$ cat config.mk
export PLATFORM = sky130hd
export DESIGN_NAME = ex_stage
export DESIGN_NICKNAME = d
export VERILOG_FILES = /design/src/rtl/ex_stage_pkg.sv /design/src/rtl/ex_stage_div_iter32.sv /design/src/rtl/ex_stage.sv
export SDC_FILE = /design/constraint.sdc
export NUM_CORES = 1
export LEC_CHECK = 0
export ABC_AREA = 1
export ABC_CLOCK_PERIOD_IN_PS = 4100
export BUFFER_PORTS_ARGS = -buffer_cell sky130_fd_sc_hd__buf_2
export CORE_MARGIN = 3
export CORE_UTILIZATION = 45
export CTS_CLUSTER_SIZE = 8
export DETAILED_ROUTE_END_ITERATION = 6
export GPL_TIMING_DRIVEN = 0
export PLACE_DENSITY = 0.73
export SYNTH_ARGS = -nofsm -noshare
export SYNTH_HDL_FRONTEND = slang
export SYNTH_HIERARCHICAL = 1
export SYNTH_SLANG_ARGS = --single-unit
$ cat constraint.sdc
create_clock -name clk -period 4.1 [get_ports clk]
set_input_delay 0.82 -clock clk [delete_from_list [all_inputs] [get_ports clk]]
set_output_delay 0.82 -clock clk [all_outputs]
set_load 0.01 [all_outputs]
$ cat src/rtl/ex_stage_pkg.sv
// ex_stage_pkg: shared definitions for the MIPS execute stage.
//   - Bus widths for the ID->EX, EX->MEM and EX->ID buses.
//   - Stall vector width and the STOP / NO_STOP levels.
//   - alu_op, md_op and mem_op encodings, plus the load read-enable encoding.
//   - Packed layouts of the three pipeline buses.
// The ID->EX bus carries no separate sel_rf_res field; the stage derives it
// from mem_op, so bits [95:64] are entirely src1.
package ex_stage_pkg;

  localparam int unsigned ID_TO_EX_WD  = 144;
  localparam int unsigned EX_TO_MEM_WD = 80;
  localparam int unsigned EX_TO_ID_WD  = 39;
  localparam int unsigned STALL_BUS_WD = 6;
  localparam int unsigned DIV_CYCLES   = 32;

  localparam logic STOP    = 1'b1;
  localparam logic NO_STOP = 1'b0;

  typedef enum logic [3:0] {
    ALU_ADD   = 4'd0,
    ALU_SUB   = 4'd1,
    ALU_SLT   = 4'd2,
    ALU_SLTU  = 4'd3,
    ALU_AND   = 4'd4,
    ALU_OR    = 4'd5,
    ALU_XOR   = 4'd6,
    ALU_NOR   = 4'd7,
    ALU_SLL   = 4'd8,
    ALU_SRL   = 4'd9,
    ALU_SRA   = 4'd10,
    ALU_LUI   = 4'd11,
    ALU_MFHI  = 4'd12,
    ALU_MFLO  = 4'd13,
    ALU_PASS2 = 4'd14
  } alu_op_e;

  typedef enum logic [2:0] {
    MD_NONE  = 3'd0,
    MD_DIV   = 3'd1,
    MD_DIVU  = 3'd2,
    MD_MULT  = 3'd3,
    MD_MULTU = 3'd4,
    MD_MTHI  = 3'd5,
    MD_MTLO  = 3'd6
  } md_op_e;

  typedef enum logic [2:0] {
    MEM_NONE = 3'd0,
    MEM_LW   = 3'd1,
    MEM_LB   = 3'd2,
    MEM_LBU  = 3'd3,
    MEM_SW   = 3'd4,
    MEM_SB   = 3'd5
  } mem_op_e;

  typedef enum logic [1:0] {
    DIV_IDLE = 2'd0,
    DIV_BUSY = 2'd1,
    DIV_DONE = 2'd2
  } div_state_e;

  // Word loads enable all lanes; byte loads (signed or not) enable one lane.
  localparam logic [3:0] READEN_WORD = 4'b1111;
  localparam logic [3:0] READEN_NONE = 4'b0000;

  typedef struct packed {
    logic [31:0] pc;
    logic [3:0]  alu_op;
    logic [2:0]  md_op;
    logic [2:0]  mem_op;
    logic        rf_we;
    logic [4:0]  rf_waddr;
    logic [31:0] src1;
    logic [31:0] src2;
    logic [31:0] store_data;
  } id_to_ex_t;

  typedef struct packed {
    logic [3:0]  data_ram_readen;
    logic [31:0] pc;
    logic        data_ram_en;
    logic [3:0]  data_ram_wen;
    logic        sel_rf_res;
    logic        rf_we;
    logic [4:0]  rf_waddr;
    logic [31:0] ex_result;
  } ex_to_mem_t;

  typedef struct packed {
    logic        ex_is_load;
    logic        rf_we;
    logic [4:0]  rf_waddr;
    logic [31:0] ex_result;
  } ex_to_id_t;

  function automatic logic [3:0] lane_onehot(input logic [1:0] addr_lo);
    return 4'b0001 << addr_lo;
  endfunction

endpackage

$ cat src/rtl/ex_stage_div_iter32.sv
// div_iter32: iterative restoring divider, one quotient bit per cycle.
//   clk, rst    : clock, synchronous active-high reset (discards any division)
//   start       : begin a division when idle (operands sampled this cycle)
//   is_signed   : treat operands as two's complement
//   dividend    : 32-bit dividend
//   divisor     : 32-bit divisor
//   ack         : consumer took the result; leave DONE
//   busy        : stall request (start cycle plus every iteration cycle)
//   done        : result valid and held until ack
//   quotient    : signed/unsigned quotient (all ones on divide by zero)
//   remainder   : remainder with the dividend's sign
module div_iter32
  import ex_stage_pkg::*;
(
  input  logic        clk,
  input  logic        rst,
  input  logic        start,
  input  logic        is_signed,
  input  logic [31:0] dividend,
  input  logic [31:0] divisor,
  input  logic        ack,
  output logic        busy,
  output logic        done,
  output logic [31:0] quotient,
  output logic [31:0] remainder
);

  div_state_e  state;
  logic [31:0] rem_q;
  logic [31:0] quo_q;
  logic [31:0] dsr_q;
  logic [4:0]  cnt_q;
  logic        neg_quo_q;
  logic        neg_rem_q;
  logic        div_zero_q;
  logic [32:0] diff;

  function automatic logic [31:0] magnitude(input logic [31:0] v, input logic s);
    return (s && v[31]) ? (~v + 32'd1) : v;
  endfunction

  // quo_q doubles as the dividend shift register: its MSB feeds the partial
  // remainder while quotient bits enter at the LSB. A set diff[32] means the
  // trial subtraction borrowed (partial remainder < divisor).
  always_comb begin
    diff = {rem_q, quo_q[31]} - {1'b0, dsr_q};
  end

  always_ff @(posedge clk) begin
    if (rst) begin
      state      <= DIV_IDLE;
      rem_q      <= '0;
      quo_q      <= '0;
      dsr_q      <= '0;
      cnt_q      <= '0;
      neg_quo_q  <= 1'b0;
      neg_rem_q  <= 1'b0;
      div_zero_q <= 1'b0;
    end else begin
      case (state)
        DIV_IDLE: begin
          if (start) begin
            rem_q      <= '0;
            quo_q      <= magnitude(dividend, is_signed);
            dsr_q      <= magnitude(divisor, is_signed);
            cnt_q      <= '0;
            neg_quo_q  <= is_signed && (dividend[31] ^ divisor[31]);
            neg_rem_q  <= is_signed && dividend[31];
            div_zero_q <= (divisor == '0);
            state      <= DIV_BUSY;
          end
        end
        DIV_BUSY: begin
          if (!diff[32]) begin
            rem_q <= diff[31:0];
            quo_q <= {quo_q[30:0], 1'b1};
          end else begin
            rem_q <= {rem_q[30:0], quo_q[31]};
            quo_q <= {quo_q[30:0], 1'b0};
          end
          cnt_q <= cnt_q + 5'd1;
          if (cnt_q == 5'(DIV_CYCLES - 1)) begin
            state <= DIV_DONE;
          end
        end
        DIV_DONE: begin
          if (ack) begin
            state <= DIV_IDLE;
          end
        end
        default: state <= DIV_IDLE;
      endcase
    end
  end

  always_comb begin
    busy = (state == DIV_BUSY) || ((state == DIV_IDLE) && start);
    done = (state == DIV_DONE);
    // With a zero divisor every trial "succeeds" and the remainder register
    // ends up holding |dividend|, so only the quotient needs forcing.
    if (div_zero_q) begin
      quotient = '1;
    end else begin
      quotient = neg_quo_q ? (~quo_q + 32'd1) : quo_q;
    end
    remainder = neg_rem_q ? (~rem_q + 32'd1) : rem_q;
  end

endmodule

$ cat src/rtl/ex_stage.sv
// ex_stage: execute stage of the 5-stage MIPS pipeline (between ID and MEM).
//   clk, rst         : clock, synchronous active-high reset
//   stall            : stall vector; bit 2 = EX, bit 3 = MEM
//   id_to_ex_bus     : decoded instruction from ID
//   ex_to_mem_bus    : result and memory-access info for MEM
//   ex_to_id_bus     : forwarding bus back to ID
//   data_sram_en     : data SRAM enable
//   data_sram_wen    : byte write enables
//   data_sram_addr   : byte address (= ALU result)
//   data_sram_wdata  : store data, byte-replicated for SB
//   stallreq_for_ex  : stall request while the divider is working
// Build option: define EX_MULT_EN for single-cycle MULT/MULTU; without it
// those md_op codes leave HI/LO untouched.
module ex_stage
  import ex_stage_pkg::*;
(
  input  logic                    clk,
  input  logic                    rst,
  input  logic [STALL_BUS_WD-1:0] stall,
  input  logic [ID_TO_EX_WD-1:0]  id_to_ex_bus,
  output logic [EX_TO_MEM_WD-1:0] ex_to_mem_bus,
  output logic [EX_TO_ID_WD-1:0]  ex_to_id_bus,
  output logic                    data_sram_en,
  output logic [3:0]              data_sram_wen,
  output logic [31:0]             data_sram_addr,
  output logic [31:0]             data_sram_wdata,
  output logic                    stallreq_for_ex
);

  id_to_ex_t   ex_q;
  logic [31:0] hi_q;
  logic [31:0] lo_q;
  logic [31:0] ex_result;
  logic        ex_is_load;
  logic [3:0]  lane;
  logic [3:0]  readen;
  logic        div_start;
  logic        div_signed;
  logic        div_ack;
  logic        div_busy;
  logic        div_done;
  logic [31:0] div_quo;
  logic [31:0] div_rem;
  ex_to_mem_t  mem_out;
  ex_to_id_t   id_out;
  logic        unused_stall;

  assign unused_stall = ^{stall[5:4], stall[1:0]};

  // EX stopped while MEM runs inserts a bubble; otherwise a stopped EX holds.
  always_ff @(posedge clk) begin
    if (rst) begin
      ex_q <= '0;
    end else if (stall[2] == STOP && stall[3] == NO_STOP) begin
      ex_q <= '0;
    end else if (stall[2] == NO_STOP) begin
      ex_q <= id_to_ex_bus;
    end
  end

  always_comb begin
    ex_result = '0;
    case (ex_q.alu_op)
      ALU_ADD:   ex_result = ex_q.src1 + ex_q.src2;
      ALU_SUB:   ex_result = ex_q.src1 - ex_q.src2;
      ALU_SLT:   ex_result = {31'b0, $signed(ex_q.src1) < $signed(ex_q.src2)};
      ALU_SLTU:  ex_result = {31'b0, ex_q.src1 < ex_q.src2};
      ALU_AND:   ex_result = ex_q.src1 & ex_q.src2;
      ALU_OR:    ex_result = ex_q.src1 | ex_q.src2;
      ALU_XOR:   ex_result = ex_q.src1 ^ ex_q.src2;
      ALU_NOR:   ex_result = ~(ex_q.src1 | ex_q.src2);
      ALU_SLL:   ex_result = ex_q.src2 << ex_q.src1[4:0];
      ALU_SRL:   ex_result = ex_q.src2 >> ex_q.src1[4:0];
      ALU_SRA:   ex_result = $unsigned($signed(ex_q.src2) >>> ex_q.src1[4:0]);
      ALU_LUI:   ex_result = {ex_q.src2[15:0], 16'b0};
      ALU_MFHI:  ex_result = hi_q;
      ALU_MFLO:  ex_result = lo_q;
      ALU_PASS2: ex_result = ex_q.src2;
      default:   ex_result = '0;
    endcase
  end

  always_comb begin
    lane            = lane_onehot(ex_result[1:0]);
    ex_is_load      = (ex_q.mem_op == MEM_LW) || (ex_q.mem_op == MEM_LB) ||
                      (ex_q.mem_op == MEM_LBU);
    data_sram_en    = (ex_q.mem_op != MEM_NONE);
    data_sram_addr  = ex_result;
    data_sram_wen   = '0;
    data_sram_wdata = '0;
    readen          = READEN_NONE;
    case (ex_q.mem_op)
      MEM_LW:  readen = READEN_WORD;
      MEM_LB:  readen = lane;
      MEM_LBU: readen = lane;
      MEM_SW: begin
        data_sram_wen   = '1;
        data_sram_wdata = ex_q.store_data;
      end
      MEM_SB: begin
        data_sram_wen   = lane;
        data_sram_wdata = {4{ex_q.store_data[7:0]}};
      end
      default: ;
    endcase
  end

  always_comb begin
    mem_out.data_ram_readen = readen;
    mem_out.pc              = ex_q.pc;
    mem_out.data_ram_en     = data_sram_en;
    mem_out.data_ram_wen    = data_sram_wen;
    mem_out.sel_rf_res      = ex_is_load;
    mem_out.rf_we           = ex_q.rf_we;
    mem_out.rf_waddr        = ex_q.rf_waddr;
    mem_out.ex_result       = ex_result;
    id_out.ex_is_load       = ex_is_load;
    id_out.rf_we            = ex_q.rf_we;
    id_out.rf_waddr         = ex_q.rf_waddr;
    id_out.ex_result        = ex_result;
    ex_to_mem_bus           = mem_out;
    ex_to_id_bus            = id_out;
  end

  assign div_start       = (ex_q.md_op == MD_DIV) || (ex_q.md_op == MD_DIVU);
  assign div_signed      = (ex_q.md_op == MD_DIV);
  assign div_ack         = (stall[2] == NO_STOP);
  assign stallreq_for_ex = div_busy;

  div_iter32 u_div (
    .clk       (clk),
    .rst       (rst),
    .start     (div_start),
    .is_signed (div_signed),
    .dividend  (ex_q.src1),
    .divisor   (ex_q.src2),
    .ack       (div_ack),
    .busy      (div_busy),
    .done      (div_done),
    .quotient  (div_quo),
    .remainder (div_rem)
  );

`ifdef EX_MULT_EN
  logic [63:0] prod_s;
  logic [63:0] prod_u;
  // Low 64 bits of the product of sign-extended operands equal the signed product.
  always_comb begin
    prod_s = {{32{ex_q.src1[31]}}, ex_q.src1} * {{32{ex_q.src2[31]}}, ex_q.src2};
    prod_u = {32'b0, ex_q.src1} * {32'b0, ex_q.src2};
  end
`endif

  // HI/LO only change on an edge where EX advances; a finished division
  // holds its result in the divider until that edge.
  always_ff @(posedge clk) begin
    if (rst) begin
      hi_q <= '0;
      lo_q <= '0;
    end else if (stall[2] == NO_STOP) begin
      if (div_done) begin
        lo_q <= div_quo;
        hi_q <= div_rem;
      end else begin
        case (ex_q.md_op)
          MD_MTHI: hi_q <= ex_q.src1;
          MD_MTLO: lo_q <= ex_q.src1;
`ifdef EX_MULT_EN
          MD_MULT:  {hi_q, lo_q} <= prod_s;
          MD_MULTU: {hi_q, lo_q} <= prod_u;
`endif
          default: ;
        endcase
      end
    end
  end

endmodule

Word level (Yosys, flattened, before mapping). Index checks and enable logic that the tools add are counted. W data, S select, Z words.

Bits of input ports: 152. Register bits after elaboration: 314. Output and inout port bits: 189. Logic and storage cells: 121.

Shift operators: 4. Equal/unequal tests: 29. Bitwise logic cells: 11. Reduce and logical (&&, ||, !) cells: 23. Multiplexer cells: 25. Magnitude comparators: 2. Add/subtract/negate cells: 8.

Operators by type and width (count): $pmux W32 S15 (1); $mux W32 (12); $pmux W32 S2 (3); $not A32 Y32 (5); $add A32 B1 Y32 const B (4); $lt A32 B32 Y1 (2); $sub A33 B32 Y33 (1); $add A32 B32 Y32 (1); $and A32 B32 Y32 (1); $logic_not A32 Y1 (1); $or A32 B32 Y32 (1); $shl A32 B5 Y32 (1); $shr A32 B5 Y32 (1); $sshr A32 B5 Y32 (1); $sub A32 B32 Y32 (1); $xor A32 B32 Y32 (1); $eq A4 B4 Y1 const B (7); $eq A4 B3 Y1 const B (4); $pmux W4 S2 (2); $eq A3 B3 Y1 const B (4); $pmux W5 S2 (1); $eq A3 B2 Y1 const B (3); $eq A4 B2 Y1 const B (2); $reduce_and A2 Y1 (4); 23 further kinds (38).

Longest topological paths before layout. Gate-level depths: netlist (run 1).

Depth after elaboration: 5. Gate-level depth with buffers: 21. Gate-level depth less buffers: 17.

Hierarchy. Netlist (run 1), hierarchy kept.

Modules (own cells, without submodules): ex_stage (times used 1, cells an instance 3237, seq. area each 4164.0 µm², area an instance 19133.4 µm²); div_iter32 (times used 1, cells an instance 1816, seq. area each 2122.0 µm², area an instance 10530.1 µm²).

Worst setup path after synthesis (run 1). No wires, ideal clock.

Path type: reg-to-output. Start: register ex_q[67] (netlist bit). End: output port ex_to_mem_bus[42]. Stages on the path, launching flop included: 21. Path buffers: 4. Arrival time: 2.817 ns. Slack: 0.463 ns. Cells stage by stage: dfxtp_1 buf_2 clkinv_1 buf_2 buf_1 ha_1 inv_2 a21oi_2 nand2_1 nand2_1 nand2_2 nand2_1 nand2_2 nand2_1 nand2_1 nand2_1 nand3_4 nand2_4 nand3_1 nand2_1 buf_4.

Cells in the longest elaborated chain, start to end: 4. Elaborated cells on any way between the ends: 8.

RTL lines: from (decl) (RTL line ex_stage.sv:30) `id_to_ex_t ex_q;`; from (signal assigned) (RTL line ex_stage.sv:57) `ex_q <= id_to_ex_bus;`; $lt A32 B32 Y1 (tied with other cells) (RTL line ex_stage.sv:67) `ALU_SLTU: ex_result = {31'b0, ex_q.src1 < ex_q.src2};`; $pmux W32 S15 * (RTL line ex_stage.sv:63) `case (ex_q.alu_op)`; named net data_sram_addr[0] (RTL line ex_stage.sv:25) `output logic [31:0] data_sram_addr,`; $shl A1 B2 Y4 * (RTL line ex_stage_pkg.sv:97) `return 4'b0001 << addr_lo;`; $pmux W4 S2 * (RTL line ex_stage.sv:92) `case (ex_q.mem_op)`; to (decl) (RTL line ex_stage.sv:21) `output logic [EX_TO_MEM_WD-1:0] ex_to_mem_bus,`.

The timed path passes the listed nets; every way through them passes the cells marked *.

Final worst setup path (run 1).
Start: register ex_q[111] (netlist bit). End: output port ex_to_mem_bus[30].

Cells in the longest elaborated chain, start to end: 2. Elaborated cells on any way between the ends: 16.

RTL lines (RTL line): $eq A4 B4 Y1 (tied with other cells) (ex_stage.sv:63); $pmux W32 S15 * (ex_stage.sv:63).

Every way passes the cells marked *; elsewhere a longest branch is shown, timed or not.

==> flow_summary_export.csv, run 1 <==
group,metric,value,unit
status,status,"complete, but fails checks",
status,violations,"negative setup slack",
timing,min_period,4.152,ns
floorplan,dieArea,0.06903,mm²
floorplan,die_w,262.7,µm
grt,grt_pass1_vias,34320,
floorplan,core-area,0.06481,mm²
timing,finalSetupTns,-0.2184,ns
route,via_count,38100,
grt,grt-ovfl-total,0,
hold_path,hp-start,"id_to_ex_bus[76]",
timing,slew_headroom,0.2656,
timing,rsz0062_at_grt,"yes",
yosys,synthArstFlopShare,0,
grt,grt_max_degree,15,
yosys,netlist-cell-type-count,62,
route,remaining_drc_errors,0,
layout,syn_to_final_growth,23.21,%
cts,clock_sinks,314,
route,dr.pass1.iters,7,
yosys,synth_seq_cells,314,
setup_path,r2r_cells,8,
placed_design,io_buffers,335,
yosys,synth.largest_area_cell,"dfxtp_1",
yosys,synth_top_area_frac,0.2119,
cts,path_clk_slew,0.06,ns
grt,antenna_found_initial,3,
yosys,avgSynthCellArea,5.870,µm²
timing,hold_viol_final,0,
cts,cts_buffers,46,
setup_path,r2r_slack,0.68,ns
setup_path,cp.arrival,3.33,ns
floorplan,chipHeight,262.7,µm
cts,clk_latency,0.62,ns
cts,htree_levels,2,
setup_path,cp-end-kind,"output pin",
yosys,yosysSeqAreaShare,0.2119,
hold_path,hold_end,"ex_q[76]$_SDFFE_PP0N_",
route,via_per_inst,5.937,
pwr,leakage,17.30,nW
layout,fillCellCount,6612,
floorplan,rows,93,
route,wl_per_cell,24.50,µm
layout,ff_latch_area,0.006504,mm²
pwr,worst_ir_drop_vdd,0.5346,mV
yosys,synthFlopType,"dfxtp_1",
grt,grt_usage,0.4284,
layout,nets,5843,
route,drtAntennaViolNets,0,
timing,fmax,240.8,MHz
placed_design,dpl_cell_area,0.03241,mm²
timing,setup_slack,-0.05228,ns
cts,root_buffer,"clkbuf_16",
placed_design,dp_worst_setup_slack,-1.097,ns
yosys,synthTopCellsByArea,"dfxtp_1 21%, nand2_1 20%, nand3_1 8.2%",
flow_run,max-cap-violations,0,
setup_path,criticalPathCategory,"register to output pin",
yosys,synth_nets,5342,
setup_path,reg2reg_to,"u_div/div_zero_q$_SDFFE_PP0P_",
setup_path,cp_max_fo,10,
hold_path,holdPathStages,3,
grt,grt_pass1_wl,224100,µm
layout,fin_area,0.03655,mm²
yosys,synth_edf_count,0,
yosys,yosys_warnings,6,
yosys,syn_inst,5053,
setup_path,worstReg2RegStart,"ex_q[105]$_SDFFE_PP0N_",
timing,period_share,1.013,
cts,cts_tree,"done",
timing,skew,0.03494,ns
timing,drv_slew,0,
placed_design,gp_congestion,1.064,
yosys,synth_area,0.02966,mm²
cts,cts_buffer_depth,3,
setup_path,startpoint_type,"register",
hold_path,hold_path_class,"input pin to register",
timing,setup_viol,5,
timing,tightestPinTransition,1.102,ns
pwr,power,15.11,mW
route,finalWirelength,157200,µm
setup_path,cp_data_required_time,3.28,ns
layout,multiInputGateArea,0.02071,mm²
floorplan,top_level_ports,341,
placed_design,place_hpwl,123300,µm
layout,drive_gt1_frac,0.2215,
floorplan,start_util,0.4577,
route,drt_iter0_markers,5021,
pwr,power_density,413.4,mW/mm²
cts,ctsHoldBuffers,0,
-- synth_stat cells, types with 11 or more instances --
cell type and n:
a22oi_1 13, a311oi_1 64, nand3_1 484, buf_4 130
a21oi_1 385, xnor2_1 17, nand4_1 68, nor4_1 17
nand3_2 17, nand2_2 37, nor2_2 16, o211ai_1 37
inv_2 35, o21ai_0 202, nand3b_1 22, buf_2 80
o21bai_1 21, nand2_1 1594, or2_2 11, o21ai_1 18
xor2_1 47, clkbuf_1 111, nor3_1 61, a31oi_1 34
nor2_1 402, o21a_1 13, dfxtp_1 314, inv_1 490
o22ai_1 21, a221oi_1 19, buf_1 25, a21oi_2 15
ha_1 134
-- through the flow --
stage / util / hold WS, ns / std cells
floorplan: - / 0.4435 / 5053
global placement: 0.5000 / 0.4527 / 6243
detailed placement: 0.5000 / 0.4555 / 6243
CTS: 0.5466 / 0.4153 / 6372
global route: 0.5639 / 0.4487 / 6416
finish: 0.5639 / 0.4403 / 6417
-- worst max path at each step --
stage,depth (start not counted),start,end
4_1_cts,17,ex_q[66]$_SDFFE_PP0N_,ex_to_id_bus[5]
3_5_place_dp,17,ex_q[67]$_SDFFE_PP0N_,ex_to_id_bus[17]
5_1_grt,15,ex_q[38]$_SDFFE_PP0N_,ex_to_id_bus[17]
3_3_place_gp,19,ex_q[66]$_SDFFE_PP0N_,ex_to_id_bus[17]
6_report,12,ex_q[111]$_SDFFE_PP0N_,ex_to_mem_bus[30]
2_1_floorplan,20,ex_q[67]$_SDFFE_PP0N_,ex_to_mem_bus[42]
-- cell usage in the layout (no fill, tap or decap), drive strengths merged, types with 17 or more instances in the layout --
cell type and n:
dfxtp 314, nor4 17, buf 689, nor2 427, clkinvlp 22, a311oi 64
ha 134, nand3b 22, o211ai 37, xnor2 17, inv 504, nand2 1640
nand3 503, xor2 47, o21bai 21, o21ai 221, o22ai 21, clkbuf 170
nand4 68, a21oi 401, nor3 64, a221oi 19, a31oi 34
-- kinds of logic (layout without fill, tap and decap cells) --
family | count (synthesis) | after routing | synth area share
other cells | 0 | 1 | 0
flops | 314 | 314 | 0.2119
buf+inv | 887 | 1395 | 0.1342
fa+ha+maj | 137 | 137 | 0.05855
simple gates | 2768 | 2768 | 0.4006
xor+xnor | 64 | 64 | 0.01890
mux | 5 | 5 | 0.001687
compound gates | 878 | 878 | 0.1742
-- timing repair --
| action | in CTS | in global routing |
|---|---|---|
| pin swaps | 39 | 55 |
| setup endpoints to repair | 108 | 96 |
| setup buffers | 77 | 49 |
| gates resized for setup | 366 | 244 |
| gates cloned | 0 | 1 |
-- per-layer routing --
layer | vias to the layer above | track usage | wire (µm)
li1 | 17510 | - | -
met3 | 534 | 0.07247 | 17630
met2 | 2370 | 0.6482 | 65550
met5 | - | 0 | 13
met4 | 2 | 0.2622 | 11810
met1 | 17680 | 0.5685 | 62230
-- state kept, by name, indices dropped and copies added, names as in the netlist, 2 cells and up --
name and count:
u_div/state 2, u_div/rem_q 32, u_div/dsr_q 32, ex_to_mem_bus 32
u_div/cnt_q 5, hi_q 32, ex_q 106, ex_to_id_bus 6
lo_q 32, u_div/quo_q 32
-- cell type report --
type / count / area share
inverters: 530 / 0.05816
flip-flops and latches: 314 / 0.1779
clock inverters: 5 / 0.002431
repair buffers: 462 / 0.07319
plain buffers: 348 / 0.05981
well taps: 855 / 0.02927
multi-input cells: 3852 / 0.5667
clock buffers: 50 / 0.03245
diodes: 1 / 0.00006847
-- worst max-delay path, stage by stage, from the launching register on --
cell	delay (ns)
dfxtp_1	0.47
nor2_2	0.14
nand2_2	0.22
inv_2	0.18
buf_4	0.23
nand2_1	0.07
o2111ai_1	0.15
nor3_4	0.41
nand2_1	0.12
nor2_2	0.29
nand3_2	0.16
buf_4	0.16
buf_2	0.13
-- report_power, final --
part / total [mW] / internal (mW) / switching, mW
clock: 3.53 / 2.03 / 1.49
sequential: 3.55 / 3.24 / 0.313
combinational: 8.03 / 2.69 / 5.34
total: 15.1 / 7.97 / 7.14
Note: power is estimated with default switching activity, not from simulation.
==> inputs of run 2 (changes only) <==
--- a/config.mk
+++ b/config.mk
@@ -14,6 +14,7 @@
 export DETAILED_ROUTE_END_ITERATION = 6
 export GPL_TIMING_DRIVEN = 0
 export PLACE_DENSITY = 0.73
+export REMOVE_ABC_BUFFERS = 1
 export SYNTH_ARGS = -nofsm -noshare
 export SYNTH_HDL_FRONTEND = slang
 export SYNTH_HIERARCHICAL = 1
==> flow_summary_export.csv, run 2 (synthesized netlist as in run 1, its figures left out) <==
group,metric,value,unit
placed_design,dpl_cell_area,0.03090,mm²
setup_path,max_stage_delay,0.40,ns
layout,mostFrequentLayoutCell,"nand2_1",
setup_path,worstReg2RegStart,"ex_q[105]$_SDFFE_PP0N_",
layout,layout.cells.non_filler,6091,
status,violations,"design-rule violations",
setup_path,cp.arrival,3.28,ns
layout,fillCellCount,6725,
route,wl_per_cell,22.64,µm
pwr,p_sw,6.815,mW
placed_design,dp.cells,5906,
route,finalWirelength,137900,µm
grt,grt-ovfl-total,0,
pwr,worst_ir_drop_vdd,0.4173,mV
timing,drv_slew,0,
cts,htree_levels,2,
route,drtAntennaViolNets,0,
timing,skew,0.02612,ns
timing,slew_headroom,0.2077,
status,status,"complete, but fails checks",
cts,ctsHoldBuffers,0,
pwr,power_density,416.3,mW/mm²
grt,grt_pass1_wl,200000,µm
timing,rsz0062_at_grt,"yes",
setup_path,reg2reg_to,"u_div/quo_q[29]$_SDFFE_PP0P_",
hold_path,hold_path_class,"input pin to register",
timing,setup_viol,0,
setup_path,r2r_slack,0.39,ns
layout,nets,5518,
setup_path,startpoint_type,"register",
setup_path,path_delay_family,"simple AND/OR/NAND/NOR gates",
cts,clk_latency,0.60,ns
route,dr.pass1.iters,7,
cts,path_clk_slew,0.05,ns
cts,clock_sinks,314,
floorplan,top_level_ports,341,
cts,cts_buffers,45,
setup_path,r2r_cells,12,
setup_path,cp_max_fo,27,
floorplan,die_w,262.7,µm
layout,largest-register,"ex_q",
setup_path,path_common_cell,"nand2_1",
timing,min_period,4.097,ns
pwr,leakage,16.07,nW
floorplan,chipHeight,262.7,µm
grt,grt_max_degree,94,
floorplan,dieArea,0.06903,mm²
setup_path,cp_num_buf_inv,6,
route,remaining_drc_errors,18,
cts,cts_tree,"done",
setup_path,cp_data_required_time,3.28,ns
setup_path,crit_start,"ex_q[67]$_SDFFE_PP0N_",
cts,root_buffer,"clkbuf_16",
hold_path,holdPathStages,3,
grt,grt_pass1_vias,31780,
setup_path,cp_slowest_cell,"dfxtp_4",
pwr,pwr-share-seq,0.247,
placed_design,dp_worst_setup_slack,-0.9339,ns
flow_run,max-cap-violations,0,
setup_path,criticalPathCategory,"register to output pin",
placed_design,io_buffers,336,
layout,syn_to_final_growth,16.80,%
layout,final_util,0.5346,
floorplan,rows,93,
setup_path,cp-end-kind,"output pin",
pwr,p_int,7.606,mW
setup_path,cp_cell_sequence,"buf_12 > clkinv_16 > ha_4 > buf_4 > nand2_1 > inv_1 > nand2_1 > nand2_2 > inv_2 > nand2_1 > nand3_2 > nand4_1 > nor2_1 > nand3b_1 > buf_2",
timing,tightestPinTransition,1.187,ns
route,via_per_inst,5.899,
pwr,clockPowerShare,0.235,
hold_path,hp-start,"id_to_ex_bus[90]",
grt,antenna_found_initial,3,
floorplan,core-area,0.06481,mm²
hold_path,hold_end,"ex_q[90]$_SDFFE_PP0N_",
timing,fmax,244.1,MHz
layout,fin_area,0.03465,mm²
route,via_count,35930,
grt,grt_usage,0.3751,
cts,cts_buffer_depth,3,
pwr,comb_power_share,0.518,
layout,drive_gt1_frac,0.1788,
timing,period_share,0.9992,
placed_design,gp_congestion,1.065,
timing,setup_slack,0.003251,ns
layout,mostFrequentLayoutCells,"1567 x nand2_1, 471 x nand3_1, 464 x inv_1",
timing,hold_viol_final,0,
placed_design,place_hpwl,101200,µm
layout,largest_reg_flops,106,
pwr,p_sw_frac,0.4726,
layout,n_antenna_cell,0,
route,drt_iter0_markers,4720,
floorplan,start_util,0.4577,
==> run 2: cell type report <==
cell class | instances | area (µm²) | share of cell area
Multi-Input combinational cell | 3852 | 20400 | 0.5889
Sequential cell | 314 | 6491 | 0.1874
Timing Repair Buffer | 478 | 3222 | 0.09299
Inverter | 530 | 2175 | 0.06276
Clock buffer | 51 | 1159 | 0.03344
Tap cell | 855 | 1070 | 0.03088
Timing Repair inverter | 8 | 66.31 | 0.001914
Clock inverter | 3 | 60.06 | 0.001733
==> run 2: power by group through the flow <==
stage | clock network [mW] | logic (mW) | registers, mW
floorplan | 0 | 4.92 | 3.51
global placement | 0 | 6.81 | 3.67
detailed placement | 0 | 6.89 | 3.65
CTS | 3.44 | 7.17 | 3.55
global route | 3.57 | 8.22 | 3.57
finish | 3.39 | 7.47 | 3.56
==> run 2: through the flow <==
step                      TNS [ns]  hold slack (ns)  power [mW]
after floorplan            -736.24           0.4392       8.434
after global placement    -2716.23           0.4493       10.47
after detailed placement    -62.47           0.4526       10.54
after CTS                 -0.04631           0.4362       14.17
after global routing       -0.4530           0.4540       15.36
final                            0           0.4566       14.42
==> run 2: worst min-delay path, delay by kind of cell <==
family,cells,cell delay (ns)
AOI/OAI and AO/OA,1,0.05
buffers and inverters,1,0.09
and+or+nand+nor,1,0.05
==> run 2: metal layers <==
metal,vias to the layer above,global-route usage,wire [µm]
met5,-,0,23
met4,4,0.1874,8164
met3,356,0.05983,14230
met2,2039,0.5734,58500
met1,16720,0.5116,56980
li1,16810,-,-
==> run 2: how the worst max path moves through the flow <==
stage / cells after the start / to
after CTS: 14 / ex_to_id_bus[30]
after floorplan: 3 / ex_q[0]$_SDFFE_PP0N_
after detailed placement: 15 / ex_to_id_bus[26]
final: 15 / data_sram_addr[5]
after global routing: 8 / stallreq_for_ex
after global placement: 4 / ex_q[38]$_SDFFE_PP0N_
==> run 2: what timing repair did <==
item,CTS,global route
gates resized for setup,259,124
buffers inserted,59,60
pin swaps,15,26
setup endpoints to repair,109,155
gates cloned,11,1
